==> src/rtl/uart_rx_pkg.sv <==
// Shared definitions for the UART receive frame checker.
// Holds the parity_mode encoding and the receiver FSM state type.
package uart_rx_pkg;

    localparam logic [1:0] PAR_NONE = 2'b00;
    localparam logic [1:0] PAR_EVEN = 2'b01;
    localparam logic [1:0] PAR_ODD  = 2'b10;
    localparam logic [1:0] PAR_MARK = 2'b11;

    typedef enum logic [1:0] {
        ST_IDLE   = 2'd0,
        ST_DATA   = 2'd1,
        ST_PARITY = 2'd2,
        ST_STOP   = 2'd3
    } rx_state_t;

endpackage

==> src/rtl/uart_parity_calc.sv <==
// Expected parity bit for a received data word (purely combinational).
// Ports:
//   data    - received data bits
//   mode    - parity mode (none / even / odd / mark)
//   par_bit - parity bit the line should carry; 0 in none mode
module uart_parity_calc #(
    parameter int DATA_WIDTH = 8
) (
    input  logic [DATA_WIDTH-1:0] data,
    input  logic [1:0]            mode,
    output logic                  par_bit
);
    import uart_rx_pkg::*;

    always_comb begin
        par_bit = 1'b0;
        case (mode)
            PAR_EVEN: par_bit = ^data;
            PAR_ODD:  par_bit = ~(^data);
            PAR_MARK: par_bit = 1'b1;
            default:  par_bit = 1'b0;
        endcase
    end

endmodule

==> src/rtl/uart_rx_frame_check.sv <==
// UART receive framer and checker. Consumes mid-bit samples from an
// oversampler (one bit per bit_valid strobe), assembles the data word
// LSB first, checks parity and stop bits, and presents the frame with a
// one-cycle data_valid pulse on the cycle after the final stop strobe.
// Ports:
//   rx_clk, rst          - clock, synchronous active-high reset
//   bit_valid            - strobe qualifying sampled_bit
//   sampled_bit          - line sample
//   parity_mode          - 00 none, 01 even, 10 odd, 11 mark
//   p_data               - last frame data
//   data_valid           - frame-complete pulse
//   parity_error         - parity flag of last frame
//   stop_error           - stop-bit flag of last frame
//   busy                 - FSM outside IDLE
//   par_err_cnt,
//   stop_err_cnt         - saturating error counters, only when
//                          UART_RX_ERR_CNT_EN is defined
//
// state     | meaning
// ----------+----------------------------------------------
// ST_IDLE   | waiting for a start bit (sample 0)
// ST_DATA   | shifting in DATA_WIDTH data bits
// ST_PARITY | checking the parity bit (mode latched at start)
// ST_STOP   | consuming STOP_BITS stop bits, then deliver
module uart_rx_frame_check
    import uart_rx_pkg::*;
#(
    parameter int DATA_WIDTH = 8,
    parameter int STOP_BITS  = 1,
    parameter int CNT_WIDTH  = 8
) (
    input  logic                  rx_clk,
    input  logic                  rst,
    input  logic                  bit_valid,
    input  logic                  sampled_bit,
    input  logic [1:0]            parity_mode,
    output logic [DATA_WIDTH-1:0] p_data,
    output logic                  data_valid,
    output logic                  parity_error,
    output logic                  stop_error,
    output logic                  busy
`ifdef UART_RX_ERR_CNT_EN
    ,
    output logic [CNT_WIDTH-1:0]  par_err_cnt,
    output logic [CNT_WIDTH-1:0]  stop_err_cnt
`endif
);

    localparam int BCW = $clog2(DATA_WIDTH + 1);

    rx_state_t             state_q, state_d;
    logic [BCW-1:0]        bit_cnt_q, bit_cnt_d;
    logic [DATA_WIDTH-1:0] shift_q, shift_d;
    logic [1:0]            mode_q, mode_d;
    logic                  stop_cnt_q, stop_cnt_d;
    logic                  perr_pend_q, perr_pend_d;
    logic                  serr_pend_q, serr_pend_d;
    logic [DATA_WIDTH-1:0] p_data_q, p_data_d;
    logic                  data_valid_q, data_valid_d;
    logic                  parity_error_q, parity_error_d;
    logic                  stop_error_q, stop_error_d;
    logic                  exp_par;
    logic                  last_stop;

    uart_parity_calc #(.DATA_WIDTH(DATA_WIDTH)) u_parity_calc (
        .data    (shift_q),
        .mode    (mode_q),
        .par_bit (exp_par)
    );

    // STOP_BITS is 1 or 2, so a single bit tracks which stop bit is current.
    assign last_stop = (stop_cnt_q == 1'(STOP_BITS - 1));

`ifdef UART_RX_ERR_CNT_EN
    logic [CNT_WIDTH-1:0] par_err_cnt_q, par_err_cnt_d;
    logic [CNT_WIDTH-1:0] stop_err_cnt_q, stop_err_cnt_d;
`endif

    always_comb begin
        state_d        = state_q;
        bit_cnt_d      = bit_cnt_q;
        shift_d        = shift_q;
        mode_d         = mode_q;
        stop_cnt_d     = stop_cnt_q;
        perr_pend_d    = perr_pend_q;
        serr_pend_d    = serr_pend_q;
        p_data_d       = p_data_q;
        data_valid_d   = 1'b0;
        parity_error_d = parity_error_q;
        stop_error_d   = stop_error_q;

        if (bit_valid) begin
            case (state_q)
                ST_IDLE: begin
                    if (!sampled_bit) begin
                        state_d     = ST_DATA;
                        mode_d      = parity_mode;
                        bit_cnt_d   = '0;
                        stop_cnt_d  = 1'b0;
                        perr_pend_d = 1'b0;
                        serr_pend_d = 1'b0;
                        shift_d     = '0;
                    end
                end
                ST_DATA: begin
                    for (int i = 0; i < DATA_WIDTH; i++) begin
                        if (bit_cnt_q == BCW'(i)) shift_d[i] = sampled_bit;
                    end
                    bit_cnt_d = bit_cnt_q + 1'b1;
                    if (bit_cnt_q == BCW'(DATA_WIDTH - 1)) begin
                        state_d = (mode_q == PAR_NONE) ? ST_STOP : ST_PARITY;
                    end
                end
                ST_PARITY: begin
                    perr_pend_d = sampled_bit ^ exp_par;
                    state_d     = ST_STOP;
                end
                ST_STOP: begin
                    if (!sampled_bit) serr_pend_d = 1'b1;
                    if (last_stop) begin
                        state_d        = ST_IDLE;
                        data_valid_d   = 1'b1;
                        p_data_d       = shift_q;
                        parity_error_d = perr_pend_q;
                        stop_error_d   = serr_pend_q | ~sampled_bit;
                    end else begin
                        stop_cnt_d = stop_cnt_q + 1'b1;
                    end
                end
                default: state_d = ST_IDLE;
            endcase
        end
    end

`ifdef UART_RX_ERR_CNT_EN
    // Counters move on the same edge as the flags, so the new count is
    // visible alongside data_valid.
    always_comb begin
        par_err_cnt_d  = par_err_cnt_q;
        stop_err_cnt_d = stop_err_cnt_q;
        if (data_valid_d) begin
            if (parity_error_d && !(&par_err_cnt_q)) par_err_cnt_d = par_err_cnt_q + 1'b1;
            if (stop_error_d && !(&stop_err_cnt_q)) stop_err_cnt_d = stop_err_cnt_q + 1'b1;
        end
    end

    always_ff @(posedge rx_clk) begin
        if (rst) begin
            par_err_cnt_q  <= '0;
            stop_err_cnt_q <= '0;
        end else begin
            par_err_cnt_q  <= par_err_cnt_d;
            stop_err_cnt_q <= stop_err_cnt_d;
        end
    end

    assign par_err_cnt  = par_err_cnt_q;
    assign stop_err_cnt = stop_err_cnt_q;
`endif

    always_ff @(posedge rx_clk) begin
        if (rst) begin
            state_q        <= ST_IDLE;
            bit_cnt_q      <= '0;
            shift_q        <= '0;
            mode_q         <= PAR_NONE;
            stop_cnt_q     <= 1'b0;
            perr_pend_q    <= 1'b0;
            serr_pend_q    <= 1'b0;
            p_data_q       <= '0;
            data_valid_q   <= 1'b0;
            parity_error_q <= 1'b0;
            stop_error_q   <= 1'b0;
        end else begin
            state_q        <= state_d;
            bit_cnt_q      <= bit_cnt_d;
            shift_q        <= shift_d;
            mode_q         <= mode_d;
            stop_cnt_q     <= stop_cnt_d;
            perr_pend_q    <= perr_pend_d;
            serr_pend_q    <= serr_pend_d;
            p_data_q       <= p_data_d;
            data_valid_q   <= data_valid_d;
            parity_error_q <= parity_error_d;
            stop_error_q   <= stop_error_d;
        end
    end

    assign p_data       = p_data_q;
    assign data_valid   = data_valid_q;
    assign parity_error = parity_error_q;
    assign stop_error   = stop_error_q;
    assign busy         = (state_q != ST_IDLE);

endmodule

==> config.mk <==
export PLATFORM = sky130hd
export DESIGN_NAME = uart_rx_frame_check
export DESIGN_NICKNAME = d
export VERILOG_FILES = /design/src/rtl/uart_rx_pkg.sv /design/src/rtl/uart_parity_calc.sv /design/src/rtl/uart_rx_frame_check.sv
export SDC_FILE = /design/constraint.sdc
export NUM_CORES = 1
export LEC_CHECK = 0
export ABC_CLOCK_PERIOD_IN_PS = 1600
export BUFFER_PORTS_ARGS = -buffer_cell sky130_fd_sc_hd__buf_2
export CORE_UTILIZATION = 25
export DETAILED_ROUTE_END_ITERATION = 8
export PLACE_DENSITY_LB_ADDON = 0.2
export SLEW_MARGIN = 20
export SYNTH_ARGS = -nofsm -noshare
export SYNTH_HDL_FRONTEND = slang
export SYNTH_SLANG_ARGS = --single-unit
==> constraint.sdc <==
create_clock -name rx_clk -period 1.6 [get_ports rx_clk]
set_input_delay 0.16 -clock rx_clk [delete_from_list [all_inputs] [get_ports rx_clk]]
set_output_delay 0.16 -clock rx_clk [all_outputs]
set_load 0.05 [all_outputs]
==> flow_summary_export.csv <==
group,metric,value,unit
outcome,status,"finished clean",
cts,cts_tree,"yes",
finish,nFillCells,548,
route,via_per_inst,4.472,
place,place_area,1655,um^2
logic_synthesis,async_flop_share,0,
grt,grt_pass1_vias,1063,
floorplan,die_width,76.30,um
worst_setup_path,reg2reg_slack,0.05,ns
logic_synthesis,yosysMostFrequentCell,"nand2_1",
finish,synthToLayoutAreaGrowth,30.46,%
worst_setup_path,worstReg2RegEnd,"bit_cnt_q[3]$_SDFFE_PP0P_",
run,cap_violations,0,
worst_setup_path,crit_arrival,1.75,ns
grt,grt_overflow,0,
sta,timing.slew.headroom,0.7093,
sta,finalSetupViolCount,0,
hold_path,whs_path_depth,3,
grt,grt_pass1_wl,5292,um
logic_synthesis,yosysTopAreaCellShare,0.4207,
logic_synthesis,synthesis.nets,178,
pwr,ir_drop,0.0002814,V
sta,rsz0062_at_grt,"yes",
sta,fmax,0.6455,GHz
pwr,power_density,890.1,nW/um^2
pwr,comb_power_share,0.172,
logic_synthesis,synth_edf_count,0,
cts,hold_buffers,0,
pwr,p_clk_frac,0.365,
finish,drive_gt1_frac,0.2741,
logic_synthesis,synth_common_cells,"nand2_1 (30), dfxtp_1 (29), a21oi_1 (19)",
hold_path,min-delay-start,"parity_mode[1]",
logic_synthesis,synth_area,1380,um^2
grt,grt_max_degree,23,
pwr,switching_share,0.2811,
worst_setup_path,cp-end-kind,"register",
floorplan,pin_count,18,
grt,grt_use_total,0.1171,
logic_synthesis,post_synth.cell_area_avg,8.467,um^2
cts,worstSkewPairLatency,0.28,ns
floorplan,die-area,5822,um^2
place,gp_congestion,0.7343,
route,drtIter0Drc,65,
route,route.detailed.drc,0,
logic_synthesis,synthFlopType,"dfxtp_1",
logic_synthesis,yosysSeqAreaShare,0.4207,
route,final_antenna_net_count,0,
cts,clkSinkCount,29,
sta,hold_viol_final,0,
sta,setup_slack,0.05072,ns
floorplan,rows,26,
logic_synthesis,yosys_warnings,0,
finish,finish.utilization,0.3459,
pwr,p_int,1.152,mW
sta,fin_setup_tns,0,ns
worst_setup_path,r2r_cells,8,
worst_setup_path,crit_path_start_kind,"register",
finish,final_net_count,211,
pwr,p_seq_frac,0.463,
sta,finalCriticalPeriod,1.549,ns
worst_setup_path,worstSetupPathType,"reg -> reg",
logic_synthesis,ys_ff_latch,29,
hold_path,hold_path_class,"in -> reg",
cts,clk_path_buf_depth,2,
place,post-place-ws,0.04565,ns
sta,worstMarginPinSlew,0.4360,ns
finish,design_area,1800,um^2
pwr,leakagePower,0.6933,nW
route,drt_wl_total,3131,um
route,firstDrtPassIters,4,
worst_setup_path,cp_max_fo,4,
logic_synthesis,yosysUniqueCellTypes,29,
cts,clkTransAtPathRegs,0.07,ns
worst_setup_path,r2r-start,"state_q[1]$_SDFFE_PP0P_",
floorplan,fp.dieH,76.30,um
grt,antenna_found_initial,0,
cts,cts_buffers,5,
cts,cts_root_buf,"clkbuf_8",
floorplan,core,5205,um^2
sta,fin_crit_sh,0.9683,
cts,htree_levels,2,
floorplan,initial_core_util,0.2651,
place,dp_hpwl,2233,um
route,vias,1194,
hold_path,hold_end,"mode_q[1]$_SDFFE_PP0P_",
logic_synthesis,post-synth-top-area-cell,"dfxtp_1",
logic_synthesis,synth_area_leaders,"dfxtp_1 (42%), ha_1 (8.2%), nand2_1 (8.2%), a21oi_1 (6.9%), xnor2_1 (4.4%)",
sta,slew_violations,0,
pwr,power.switching,0.4505,mW
finish,diodes,0,
logic_synthesis,syn_inst,163,
sta,fin_worst_skew,0.008108,ns
worst_setup_path,cp.required,1.80,ns
place,port_buffers,17,
route,wl_per_cell,11.73,um
==> layer usage <==
| metal | GRT usage | vias up | wire, um |
|---|---|---|---|
| li1 | - | 624 | - |
| met1 | 0.1526 | 540 | 1615 |
| met2 | 0.1712 | 24 | 1334 |
| met3 | 0.03593 | 6 | 120 |
| met4 | 0.06346 | 0 | 62 |
| met5 | 0 | - | 0 |
==> cell type report <==
class	count	area [um^2]	area share
clock buffers	6	72.57	0.04031
clock inverters	2	10.01	0.005559
inverters	5	18.77	0.01042
multi-input cells	121	813.3	0.4517
flip-flops and latches	29	581.8	0.3231
well taps	70	87.58	0.04864
repair buffers	34	216.5	0.1202
==> cells in the final DEF (no fill, tap or decap), drive strengths merged <==
master	synthesis	final
a32oi	2	2
o21ai	2	2
dfxtp	29	29
nand3	7	7
nand4	8	8
xor2	3	3
nand2	30	30
a21oi	19	19
clkbuf	8	6
nor2	13	13
buf	0	34
a21boi	1	1
a211oi	1	1
nor3	4	4
or2	1	1
inv	5	5
ha	9	9
nand3b	2	2
xnor2	7	7
clkinv	0	2
and3	1	1
o31ai	1	1
mux2i	3	3
a221oi	1	1
nand4b	1	1
o21a	1	1
nor3b	2	2
and2	2	2
==> state kept, by name, indices dropped and copies added (netlist names) <==
signal / cells
p_data: 8
shift_q: 8
bit_cnt_q: 4
mode_q: 2
state_q: 2
data_valid: 1
parity_error: 1
perr_pend_q: 1
serr_pend_q: 1
stop_error: 1
==> metrics by stage <==
step | power [mW] | cells | hold WS, ns
after floorplan | 0.9122 | 163 | 0.3039
after global placement | 1.006 | 257 | 0.3880
after detailed placement | 1.007 | 257 | 0.4056
after CTS | 1.598 | 265 | 0.1058
after global routing | 1.690 | 267 | 0.1385
final | 1.603 | 267 | 0.1092
==> power groups by stage <==
stage	Clock (mW)	Sequential, mW	Combinational [mW]
floorplan	0	0.759	0.153
global placement	0	0.757	0.249
detailed placement	0	0.756	0.250
CTS	0.606	0.740	0.251
global route	0.646	0.743	0.301
finish	0.585	0.742	0.276
==> kinds of logic after synthesis <==
logic type	share of synthesized area
xor+xnor	0.06347
buf+inv	0.03536
flops	0.4207
simple gates	0.2511
mux	0.02176
compound gates	0.1260
fa+ha+maj	0.08160
==> how the worst max path moves through the flow <==
stage / cells past startpoint / to / from / slack, ns
2_1_floorplan: 8 / shift_q[4]$_SDFFE_PP0P_ / state_q[0]$_SDFFE_PP0P_ / 0.001
3_3_place_gp: 6 / perr_pend_q$_SDFFE_PP0P_ / shift_q[4]$_SDFFE_PP0P_ / 0.06
6_report: 8 / bit_cnt_q[3]$_SDFFE_PP0P_ / state_q[1]$_SDFFE_PP0P_ / 0.05
3_5_place_dp: 7 / state_q[0]$_SDFFE_PP0P_ / state_q[1]$_SDFFE_PP0P_ / 0.05
5_1_grt: 8 / bit_cnt_q[3]$_SDFFE_PP0P_ / state_q[0]$_SDFFE_PP0P_ / -0.03
4_1_cts: 8 / bit_cnt_q[3]$_SDFFE_PP0P_ / state_q[1]$_SDFFE_PP0P_ / 0.01
==> what timing repair did <==
action,CTS,global route
setup buffers,0,2
setup endpoints to repair,0,11
resized for setup,0,11
==> critical path: stages (launching register included) <==
cell and delay, ns:
dfxtp_1 0.34, inv_2 0.07, ha_4 0.17, a21boi_4 0.17, buf_6 0.13, o21a_1 0.14, nand4_1 0.09, xor2_1 0.16
nor3_1 0.18
(Power assumes the default switching activity.)
